$ cat src/rtl/fetch_pkg.sv
// Shared types and constants for the instruction fetch stage: FSM encoding, widths and queue entry layout.
package fetch_pkg;

  typedef enum logic [0:0] {
    FETCH = 1'b0,
    DRAIN = 1'b1
  } fetch_state_t;

  localparam int INSTRUCTION_WIDTH = 32;
  localparam int PC_INCREMENT      = 4;
  localparam int PC_WIDTH          = 32;

  typedef struct packed {
    logic [PC_WIDTH-1:0]          pc;
    logic [INSTRUCTION_WIDTH-1:0] instruction;
  } queue_entry_t;

endpackage

$ cat src/rtl/fetch_queue.sv
// Synchronous FIFO of fetched {pc, instruction} entries with clear and a registered head entry.
module fetch_queue
  import fetch_pkg::*;
#(
  parameter  int DEPTH       = 4,
  localparam int PTR_WIDTH   = $clog2(DEPTH),
  localparam int COUNT_WIDTH = PTR_WIDTH + 1
) (
  input  logic                   clock,
  input  logic                   reset,
  input  logic                   push,
  input  logic                   pop,
  input  logic                   clear,
  input  queue_entry_t           push_entry,
  output queue_entry_t           head,
  output logic [COUNT_WIDTH-1:0] count,
  output logic                   valid
);

  queue_entry_t          mem [DEPTH];
  queue_entry_t          head_q;
  queue_entry_t          head_next;
  logic [PTR_WIDTH-1:0]  wr_ptr;
  logic [PTR_WIDTH-1:0]  rd_ptr;
  logic [PTR_WIDTH-1:0]  rd_ptr_inc;
  logic                  do_push;
  logic                  do_pop;

  assign valid      = (count != '0);
  assign do_push    = push && !clear && (count != COUNT_WIDTH'(DEPTH));
  assign do_pop     = pop && !clear && valid;
  assign rd_ptr_inc = rd_ptr + PTR_WIDTH'(1);
  assign head       = head_q;

  // Head is precomputed so IR comes straight from a flop; a push into an emptying queue bypasses storage.
  always_comb begin
    // NOTE: default assignment first so every path assigns head_next and no latch is inferred.
    head_next = head_q;
    if (do_pop) begin
      if (count > COUNT_WIDTH'(1)) head_next = mem[rd_ptr_inc];
      else if (do_push)            head_next = push_entry;
      else                         head_next = '0;
    end else if (!valid && do_push) begin
      head_next = push_entry;
    end
  end

  always_ff @(posedge clock) begin
    // NOTE: sequential state uses non-blocking assignments so every flop samples pre-edge values.
    if (reset || clear) begin
      wr_ptr <= '0;
      rd_ptr <= '0;
      count  <= '0;
      head_q <= '0;
    end else begin
      if (do_push) wr_ptr <= wr_ptr + PTR_WIDTH'(1);
      if (do_pop)  rd_ptr <= rd_ptr_inc;
      count  <= count + COUNT_WIDTH'(do_push) - COUNT_WIDTH'(do_pop);
      head_q <= head_next;
    end
  end

  // NOTE: storage is deliberately not reset; count and pointers alone define which entries are live.
  always_ff @(posedge clock) begin
    if (do_push) mem[wr_ptr] <= push_entry;
  end

endmodule

$ cat src/rtl/instruction_prefetch_queue.sv
// Sequential instruction prefetcher with single-outstanding reads, flush/redirect and a decode-facing queue.
// Optional PREFETCH_STATS_EN adds the fetchStallCycles counter of cycles with no valid instruction.
module instruction_prefetch_queue
  import fetch_pkg::*;
#(
  parameter int                       DEPTH         = 4,
  parameter int                       ADDRESS_WIDTH = 32,
  parameter logic [ADDRESS_WIDTH-1:0] RESET_VECTOR  = '0
) (
  input  logic                         clock,
  input  logic                         reset,
  output logic [ADDRESS_WIDTH-1:0]     memAddress,
  output logic                         memRead,
  input  logic [INSTRUCTION_WIDTH-1:0] memData,
  input  logic                         memReady,
  output logic [INSTRUCTION_WIDTH-1:0] IR,
  output logic [ADDRESS_WIDTH-1:0]     IRPc,
  output logic                         IRValid,
  input  logic                         IRTaken,
  input  logic                         flush,
  input  logic [ADDRESS_WIDTH-1:0]     flushAddress
`ifdef PREFETCH_STATS_EN
  ,
  output logic [31:0]                  fetchStallCycles
`endif
);

  localparam int COUNT_WIDTH = $clog2(DEPTH) + 1;

  fetch_state_t             state_q;
  fetch_state_t             state_next;
  logic [ADDRESS_WIDTH-1:0] addr_q;
  logic [ADDRESS_WIDTH-1:0] addr_next;
  logic [ADDRESS_WIDTH-1:0] redirect_q;
  logic [ADDRESS_WIDTH-1:0] redirect_next;
  logic [ADDRESS_WIDTH-1:0] flush_aligned;
  logic                     read_q;
  logic                     read_next;
  logic                     complete;
  logic                     push;
  logic                     pop;
  logic [COUNT_WIDTH-1:0]   count;
  logic [COUNT_WIDTH-1:0]   count_after;
  queue_entry_t             push_entry;
  queue_entry_t             head;

  assign flush_aligned = flushAddress & ~ADDRESS_WIDTH'(3);
  assign complete      = read_q && memReady;
  // Flush wins over both ends of the queue; data returning during DRAIN belongs to the old stream.
  assign push          = complete && (state_q == FETCH) && !flush;
  assign pop           = IRTaken && IRValid && !flush;
  assign count_after   = count + COUNT_WIDTH'(push) - COUNT_WIDTH'(pop);
  assign push_entry    = '{pc: PC_WIDTH'(addr_q), instruction: memData};

  fetch_queue #(.DEPTH(DEPTH)) u_queue (
    .clock      (clock),
    .reset      (reset),
    .push       (push),
    .pop        (pop),
    .clear      (flush),
    .push_entry (push_entry),
    .head       (head),
    .count      (count),
    .valid      (IRValid)
  );

  always_ff @(posedge clock) begin
    if (reset) state_q <= FETCH;
    else       state_q <= state_next;
  end

  always_comb begin
    state_next = state_q;
    case (state_q)
      FETCH:   if (flush && read_q && !memReady) state_next = DRAIN;
      DRAIN:   if (memReady)                     state_next = FETCH;
      default: state_next = FETCH;
    endcase
  end

  always_comb begin
    addr_next     = addr_q;
    read_next     = read_q;
    redirect_next = redirect_q;
    case (state_q)
      FETCH: begin
        if (flush) begin
          if (read_q && !memReady) begin
            redirect_next = flush_aligned;
          end else begin
            addr_next = flush_aligned;
            read_next = 1'b1;
          end
        end else begin
          if (complete) addr_next = addr_q + ADDRESS_WIDTH'(PC_INCREMENT);
          // Counting the pending read against DEPTH is what makes overflow impossible.
          read_next = (read_q && !memReady) || (count_after < COUNT_WIDTH'(DEPTH));
        end
      end
      DRAIN: begin
        if (flush) redirect_next = flush_aligned;
        if (memReady) begin
          addr_next = flush ? flush_aligned : redirect_q;
          read_next = 1'b1;
        end
      end
      default: ;
    endcase
  end

  always_ff @(posedge clock) begin
    if (reset) begin
      addr_q     <= RESET_VECTOR;
      redirect_q <= RESET_VECTOR;
      read_q     <= 1'b0;
    end else begin
      addr_q     <= addr_next;
      redirect_q <= redirect_next;
      read_q     <= read_next;
    end
  end

  assign memAddress = addr_q;
  assign memRead    = read_q;
  assign IR         = head.instruction;
  assign IRPc       = ADDRESS_WIDTH'(head.pc);

`ifdef PREFETCH_STATS_EN
  logic [31:0] stall_q;

  always_ff @(posedge clock) begin
    if (reset)                          stall_q <= '0;
    else if (!IRValid && stall_q != '1) stall_q <= stall_q + 32'd1;
  end

  assign fetchStallCycles = stall_q;
`endif

endmodule
$ cat config.mk
export PLATFORM = sky130hd
export DESIGN_NAME = instruction_prefetch_queue
export DESIGN_NICKNAME = d
export VERILOG_FILES = /design/src/rtl/fetch_pkg.sv /design/src/rtl/fetch_queue.sv /design/src/rtl/instruction_prefetch_queue.sv
export SDC_FILE = /design/constraint.sdc
export NUM_CORES = 1
export LEC_CHECK = 0
export ABC_AREA = 1
export CELL_PAD_IN_SITES_DETAIL_PLACEMENT = 1
export CELL_PAD_IN_SITES_GLOBAL_PLACEMENT = 1
export CORE_ASPECT_RATIO = 0.8
export CORE_MARGIN = 10
export CORE_UTILIZATION = 40
export DETAILED_ROUTE_END_ITERATION = 12
export PLACE_DENSITY_LB_ADDON = 0.1
export SLEW_MARGIN = 20
export SYNTH_ARGS = -nofsm -noshare
export SYNTH_HDL_FRONTEND = slang
export SYNTH_SLANG_ARGS = --single-unit
$ cat constraint.sdc
create_clock -name clock -period 4.45 [get_ports clock]
set_clock_uncertainty 0.05 [all_clocks]
set_input_delay 0.89 -clock clock [delete_from_list [all_inputs] [get_ports clock]]
set_output_delay 0.89 -clock clock [all_outputs]
set_load 0.01 [all_outputs]
Yosys cells after proc, flatten, opt, wreduce, memory -nomap -nowiden:

Memories as Yosys holds them, arrays and structs flattened.
Index checks and enable logic that the tools add are counted.

* order comparisons: 2
* add/subtract/negate cells: 7
* reduce and logical (&&, ||, !) cells: 23
* equality and inequality tests: 6
* multiplexer cells: 22
* bitwise gates (word level): 1

Operator list (number)
* $mux W64: 4
* $mux W32: 7
* $pmux W32 S2: 2
* $add A32 B3 Y32 const B: 1
* $logic_and A1 B1 Y1: 13
* $ne A3 B3 Y1 const B: 3
* $mux W1: 7
* $add A3 B1 Y3: 2
* $sub A3 B1 Y3: 2
* $add A2 B1 Y2 const B: 2
* $ne A2 B2 Y1 const B: 2
* $pmux W1 S2: 2
* $reduce_and A2 Y1: 2
* $gt A3 B1 Y1 const B: 1
* $logic_not A1 Y1: 3
* $lt A3 B3 Y1 const B: 1
* $reduce_and A3 Y1: 1
* $reduce_bool A3 Y1: 1
* $logic_or A1 B1 Y1: 2
* $ne A2 B1 Y1 const B: 1
* $reduce_bool A2 Y1: 1
* $not A1 Y1: 1

* output and inout port bits: 98
* bits in writable memories: 256
* memories kept: 1
* input port bits: 69
* word-level logic and storage cells: 71
* register bits: 137

Memory list
* u_queue.mem: words 4, bits a word 64, read ports 1, clocked after Yosys merged registers in 0, wr ports 1, line fetch_queue.sv:20 `queue_entry_t mem [DEPTH];`

Depth between registers and ports, before layout:

Gate-level depths: netlist of run 1.

* depth in word-level cells: 9
* gate-level depth with buffers: 12
* mapped depth without buffers: 12

Modules after synthesis:

A second synthesis of run 1 with hierarchy kept.

* cell total of the unflattened synthesis: 2007
* area, all modules: 17735.8 um^2

Modules (own cells, without submodules)
* fetch_queue: seq. area each 9108.7 um^2, cells each 1304, area each 13477.9 um^2, instances 1
* instruction_prefetch_queue: seq. area each 1321.3 um^2, cells each 703, area each 4257.8 um^2, instances 1

Worst setup path before layout of run 1:

No wires, ideal clock.

* path type: input to register
* start point: in flush
* end point: mem u_queue.mem[0][0] in the netlist's numbering, enable pin
* stages: 6
* path slack: -0.211 ns
* arrival: 4.125 ns
* data required time: 3.914 ns
* cells stage by stage: buf_6 -> nor2_4 -> inv_2 -> nor2_4 -> o31ai_4 -> nor2_1

* longest elaborated chain between the ends: 6

RTL lines
* start: declaration: line instruction_prefetch_queue.sv:20 `input logic flush,`
* $logic_not A1 Y1 *: line fetch_queue.sv:30, instruction_prefetch_queue.sv:50
* $logic_and A1 B1 Y1: line instruction_prefetch_queue.sv:50 `assign push = complete && (state_q == FETCH) && !flush;`
* $logic_and A1 B1 Y1 * (2 in a row): line fetch_queue.sv:30 `assign do_push = push && !clear && (count != COUNT_WIDTH'(DEPTH));`
* $mux W1 *: line fetch_queue.sv:65 `if (do_push) mem[wr_ptr] <= push_entry;`
* $mux W1 (not written as such) *: line fetch_queue.sv:65
* end: declaration: line fetch_queue.sv:20

Mark *: on every way between the ends. The rest lies on a longest branch, timed or not.

Final worst setup path of run 1:

* start point: in memReady
* end point: reg u_queue.head_q (netlist bit u_queue.head[42])

* longest elaborated chain between the ends: 8
* elaborated cells on any way between the ends: 10
* those cells by class: mux: 3; reduce/logical: 7

RTL lines
* start: declaration: line instruction_prefetch_queue.sv:15 `input logic memReady,`
* $logic_and A1 B1 Y1 *: line instruction_prefetch_queue.sv:48 `assign complete = read_q && memReady;`
* $logic_and A1 B1 Y1 * (2 in a row): line instruction_prefetch_queue.sv:50
* $logic_and A1 B1 Y1 * (2 in a row): line fetch_queue.sv:30
* $mux W64: line fetch_queue.sv:41 `else if (do_push) head_next = push_entry;`
* $mux W64: line fetch_queue.sv:40 `if (count > COUNT_WIDTH'(1)) head_next = mem[rd_ptr_inc];`
* $mux W64: line fetch_queue.sv:39 `if (do_pop) begin`
* end signal: assignment: line fetch_queue.sv:59 `head_q <= head_next;`
* end: declaration: line fetch_queue.sv:21 `queue_entry_t head_q;`

Marks and branches as above.
A chain may end at the register's enable or synchronous reset.

==> results of run 1 <==
-- cell families (layout without fill, tap and decap cells) --
logic type | after synthesis | in the layout | share of synthesized area
flip-flops | 393 | 393 | 0.611
XOR/XNOR | 6 | 6 | 0.00308
adder cells (fa/ha/maj) | 11 | 11 | 0.00850
buffers and inverters | 228 | 381 | 0.0567
AND/OR/NAND/NOR | 713 | 713 | 0.177
AO/OA/AOI/OAI | 409 | 409 | 0.144
-- cell usage after synthesis, types with 2 or more instances --
| cell | instances |
|---|---|
| nand2_1 | 366 |
| edfxtp_1 | 256 |
| nand3_1 | 222 |
| a21oi_1 | 181 |
| dfxtp_1 | 137 |
| o21ai_0 | 119 |
| inv_1 | 107 |
| nor2_1 | 106 |
| a22o_1 | 67 |
| clkbuf_1 | 66 |
| buf_1 | 17 |
| buf_2 | 15 |
| a21oi_2 | 11 |
| o31ai_1 | 11 |
| ha_1 | 10 |
| buf_6 | 9 |
| buf_4 | 7 |
| a31oi_1 | 6 |
| inv_2 | 6 |
| xor2_1 | 5 |
| a221o_1 | 4 |
| nor3_1 | 4 |
| nand3b_1 | 3 |
| nor2_2 | 3 |
| o211ai_1 | 3 |
| nand2_2 | 2 |
| nand4_1 | 2 |
| nor2_4 | 2 |
-- how the worst max path moves through the flow --
stage               cells after the start            from                 to
finish                                  9        memReady   u_queue.head[42]
global route                            9        memReady   u_queue.head[42]
CTS                                     1  memAddress[13]     memAddress[13]
detailed placement                      9        memReady   u_queue.head[38]
global placement                        9        memReady   u_queue.head[44]
floorplan                               6           flush  u_queue.mem[0][0]
-- layer usage --
layer	wire length (um)	global-route usage	vias to the layer above	part of all wire
met5	0	0	-	0
met4	947	0.0505	0	0.018
met3	2970	0.0400	69	0.056
met2	26000	0.359	305	0.49
met1	23400	0.252	6834	0.44
li1	-	-	6385	-
-- placed cells by master (no fill, tap or decap), types with 2 or more instances in the layout --
cell type and count:
a21oi_2 11, ha_1 10, nand4_1 2, buf_4 22
a221o_1 4, clkbuf_8 4, o211ai_1 3, nand3b_1 3
nor2_2 3, inv_4 2, xor2_1 5, clkbuf_16 43
nand2_2 4, inv_2 6, nand2_1 364, dfxtp_1 135
o31ai_1 11, a22o_1 67, clkinv_2 6, edfxtp_1 256
o21ai_0 119, clkdlybuf4s50_1 163, a21oi_1 181, nor2_4 7
bufinv_16 6, a31oi_1 6, nor2_1 101, dfxtp_2 2
nor3_1 4, inv_6 2, clkinvlp_4 2, inv_1 105
clkinv_1 4, clkbuf_1 10, buf_12 4, nand3_1 222
-- flip-flops by register name, summed over array words and instances (netlist names) --
name and count:
memAddress 32, memRead 1, redirect_q 32, state_q 1
u_queue.count 3, u_queue.head 64, u_queue.mem 256, u_queue.rd_ptr 2
u_queue.wr_ptr 2
-- through the flow --
stage / instances / util / setup TNS [ns]
2_1_floorplan: 1760 / - / -54.03
3_3_place_gp: 2388 / 0.456 / 0
3_5_place_dp: 2388 / 0.456 / 0
4_1_cts: 2465 / 0.490 / 0
5_1_grt: 2465 / 0.490 / 0
6_report: 2465 / 0.490 / 0
-- layout make-up --
type                       instances  area, sq um
sequential                       393        10400
clock inverter                    20          263
multi-input combinational       1139         5720
clock buffer                      57         1170
inverter                         114          433
timing repair buffer             190         1880
tap                              552          691
fill                            4621        21400
-- power by group --
group	switching [uW]	internal (uW)	leakage (uW)
sequential	144	3990	0.00348
clock	1460	2200	0.000697
combinational	375	257	0.00362
-- tightest hold or removal path: cells and delay by family, from the launching register on --
| family | cells | cell delay (ns) |
|---|---|---|
| flip-flops | 1 | 0.30 |
| AND/OR/NAND/NOR | 2 | 0.12 |
==> qor.txt, run 1 <==
outcome: finished clean
Root Buffer: clkbuf_16
Reg2Reg Launch Point: u_queue.rd_ptr[1]
Pwr Total: 8430 uW
# IOs: 167
Synth Warn #: 0
peak supply drop: 236 uV
# diodes: 0
Area contributors post-synth: edfxtp_1 45%, dfxtp_1 16%, nand2_1 8.0%
routed vias: 13600
Clock Tree Buf Depth: 3
# H-tree levels: 2
post-CTS setup buffers: 0
HPWL after detailed placement: 31.1 mm
DRC errors left: 0
Syn-to-layout area delta: 20.6%
cell taking the most area after synthesis: edfxtp_1
DR WL/cell: 21.6 um
hold_sp: redirect_q[0]
Routed Antenna Nets: 0
Core Box Area: 42000 sq um
#FFs+latches synth: 393
R2R cell count: 7
register area share after synthesis: 0.611
power per cell area: 409 nW/um^2
fin crit period: 2.85 ns
CP max-delay cell: inv_2
input/output buffers: 164
number of synthesized flops with an enable pin: 256
final hold slack: 0.407 ns
Resize count post-CTS: 0
crit-path max cell delay: 0.61 ns
Rel. slew slack: 0.318
Post-Syn Instances: 1760
Final WS setup: 1.60 ns
global-route wire length before repair: 83.6 mm
Top delay family on crit path: buffers and inverters
crit path kind: in2reg
die span in y: 205 um
Post-layout nets: 1960
CTS tree: done
Worst R2R End: u_queue.head[59]
total CTS buffers: 42
GP Congestion: 0.796
unrepaired setup endpoints after global routing: false
Starting Density: 0.407
Hold Path Depth: 2
num rows: 67
Slew Limit Fails: 0
crit-path cells: clkdlybuf4s50_1, nand2_1, nor2_4, nand3_1, nand2_2, inv_2, buf_4, a21oi_1, a21oi_1
Slew @ Worst Pin: 1.02 ns
period utilization: 0.640
GRT Resource Usage Total: 0.204
worst-skew pair later-pin latency: 0.56 ns
Req. time, crit path: 4.88 ns
Pre-antenna DRT Iters: 8
Max Fanout on Critical Path: 34
Finished Cell Area: 20600 sq um
Worst setup SP type: primary input
largest net degree at the start of global routing: 71
CP Buf/Inv Count: 3
Avg Cell Area, Syn: 9.70 sq um
Vias/cell: 5.51
CTS clk-pin slew, worst paths: 0.06 ns
Hold Path Class: reg2reg
full die area: 51400 sq um
syn_nets: 1840
Post-Syn Area: 17100 sq um
share of cells above drive strength 1: 0.0685
synth unique cells: 41
clock sinks: 393
number of global-route vias before repair: 14500
reg2reg setup slack: 1.86 ns
final count of hold timing violations: 0
Setup-failing EPs final: 0
Place WS: 1.09 ns
post-synth top area share: 0.450
Crit. End Element: register
Leak: 0.00779 uW
asr flop ratio synth: 0
WL final: 53.3 mm
FMAX: 351 MHz
# Max-Cap Violations: 0
Placement Cell Area: 19200 sq um
most used cell, CP: a21oi_1
WHS Endpoint: redirect_q[0]
total grt overflow: 0
Post-CTS Hold Buffers: 0
WP data arrival: 3.28 ns
Iter 0 DRT Violations: 780
die width: 251 um
Synth Flop Type: edfxtp_1
initial antenna violation count: 0
No activity file was read; power rests on OpenSTA's default activity.
==> inputs of run 2 (changes only) <==
==> constraint.sdc (replaced) <==
create_clock -name clock -period 2.55 [get_ports clock]
set_clock_uncertainty 0.05 [all_clocks]
set_input_delay 0.51 -clock clock [delete_from_list [all_inputs] [get_ports clock]]
set_output_delay 0.51 -clock clock [all_outputs]
set_load 0.01 [all_outputs]
==> qor.txt, run 2 (same netlist as run 1, synthesis figures left out) <==
WL final: 55.3 mm
HPWL after detailed placement: 34.1 mm
post-route setup TNS: 0 ns
Iter 0 DRT Violations: 960
num rows: 67
GRT Resource Usage Total: 0.211
power per cell area: 685 nW/um^2
Clock Tree Buf Depth: 3
Hold Path Class: reg2reg
Setup-failing EPs final: 0
# IOs: 167
WP data arrival: 1.93 ns
DRC errors left: 0
reg2reg setup slack: 0.45 ns
Finished Cell Area: 21200 sq um
Vias/cell: 5.49
Worst R2R End: memAddress[21]
largest net degree at the start of global routing: 68
Hold Path Depth: 2
Routed Antenna Nets: 0
peak supply drop: 551 uV
CTS clk-pin slew, worst paths: 0.06 ns
Core Box Area: 42000 sq um
CP Depth: 2
Resize count post-CTS: 0
number of flip-flops in the largest register: 256
full die area: 51400 sq um
share of cells above drive strength 1: 0.0928
fin crit period: 2.49 ns
Reg2Reg Launch Point: memAddress[7]
routed vias: 13900
crit-path cells: buf_4, clkdlybuf4s50_1
GP Congestion: 0.837
CTS tree: done
DR WL/cell: 21.9 um
CP Buf/Inv Count: 2
Leak: 0.00815 uW
Crit. End Element: output port
Post-layout nets: 2018
commonest cells after routing, fill and taps aside: 364 x nand2_1, 256 x edfxtp_1, 222 x nand3_1
Worst setup SP type: register
Placement Cell Area: 19900 sq um
WHS Endpoint: redirect_q[1]
crit-path max cell delay: 0.60 ns
Syn-to-layout area delta: 24.4%
die width: 251 um
# Max-Cap Violations: 0
unrepaired setup endpoints after global routing: false
Post-CTS Hold Buffers: 0
final count of hold timing violations: 0
# H-tree levels: 2
Top delay family on crit path: buffers and inverters
Root Buffer: clkbuf_16
Slew Limit Fails: 0
FMAX: 401 MHz
number of global-route vias before repair: 14700
Rel. slew slack: 0.326
die span in y: 205 um
clock sinks: 393
global-route wire length before repair: 86.2 mm
outcome: finished clean
Req. time, crit path: 1.99 ns
most common cell after layout, fill and taps aside: nand2_1
Max Fanout on Critical Path: 8
crit path kind: reg2out
Reg with most FFs: u_queue.mem
post-CTS setup buffers: 0
CP max-delay cell: dfxtp_1
hold_sp: redirect_q[1]
Slew @ Worst Pin: 1.01 ns
period utilization: 0.978
Starting Density: 0.407
R2R cell count: 10
initial antenna violation count: 1
total grt overflow: 0
input/output buffers: 164
total CTS buffers: 42
Pre-antenna DRT Iters: 5
worst-skew pair later-pin latency: 0.56 ns
[run 2: cell count changes in the layout (fill, tap and decap cells not counted), sizes merged]
| cell | before | now |
|---|---|---|
| bufinv | 6 | 4 |
| clkinv | 11 | 12 |
| clkinvlp | 2 | 0 |
| buf | 27 | 85 |
| diode | 0 | 1 |
| clkbuf | 57 | 60 |
[run 2: worst register-to-register path: stages, from the launching register on]
cell and delay, ns:
dfxtp_1 0.56, nand2_1 0.19, nor2_1 0.13, nand2_1 0.14, nor2_1 0.44, nand2_1 0.10, nand2_1 0.08, nand3_1 0.09
nand2_1 0.09, nand2_1 0.05, a21oi_1 0.14
[run 2: layout make-up]
type | instances | area (sq um)
fill | 4640 | 20800
sequential | 393 | 10400
multi-input combinational | 1139 | 5720
timing repair buffer | 248 | 2610
clock buffer | 60 | 1160
tap | 552 | 691
inverter | 114 | 433
clock inverter | 17 | 198
antenna | 1 | 2.50
[run 2: worst max path at each step]
| stage | slack [ns] | startpoint | end |
|---|---|---|---|
| 6_report | 0.06 | memAddress[16] | memAddress[16] |
| 5_1_grt | 0.02 | memAddress[16] | memAddress[16] |
| 4_1_cts | 0.07 | memAddress[16] | memAddress[16] |
| 3_5_place_dp | 0.02 | memReady | u_queue.mem[0][40] |
| 3_3_place_gp | 0.03 | memReady | u_queue.mem[0][5] |
| 2_1_floorplan | -0.67 | flush | u_queue.mem[0][0] |
[run 2: power breakdown]
part | internal (uW) | switching (uW) | leakage, uW
clock | 3580 | 2540 | 0.000663
combinational | 533 | 769 | 0.00401
sequential | 6970 | 172 | 0.00348
total | 11100 | 3480 | 0.00815
[run 2: stage by stage]
step | utilization | std cells | worst slack, ns | hold slack (ns) | total power [uW]
finish | 0.506 | 2524 | 0.0553 | 0.412 | 14600
global route | 0.506 | 2524 | 0.0223 | 0.443 | 15100
detailed placement | 0.473 | 2446 | 0.0160 | 0.406 | 8580
floorplan | - | 1760 | -0.668 | 0.378 | 7820
CTS | 0.506 | 2523 | 0.0685 | 0.415 | 14700
global placement | 0.473 | 2446 | 0.0294 | 0.392 | 8540
[run 2: routing by layer]
layer / track usage / wire [um] / up-vias / share of wire
li1: - / - / 6502 / -
met1: 0.272 / 25000 / 6990 / 0.45
met2: 0.361 / 26800 / 300 / 0.48
met3: 0.0345 / 2480 / 69 / 0.045
met4: 0.0580 / 1020 / 0 / 0.018
met5: 0 / 0 / - / 0
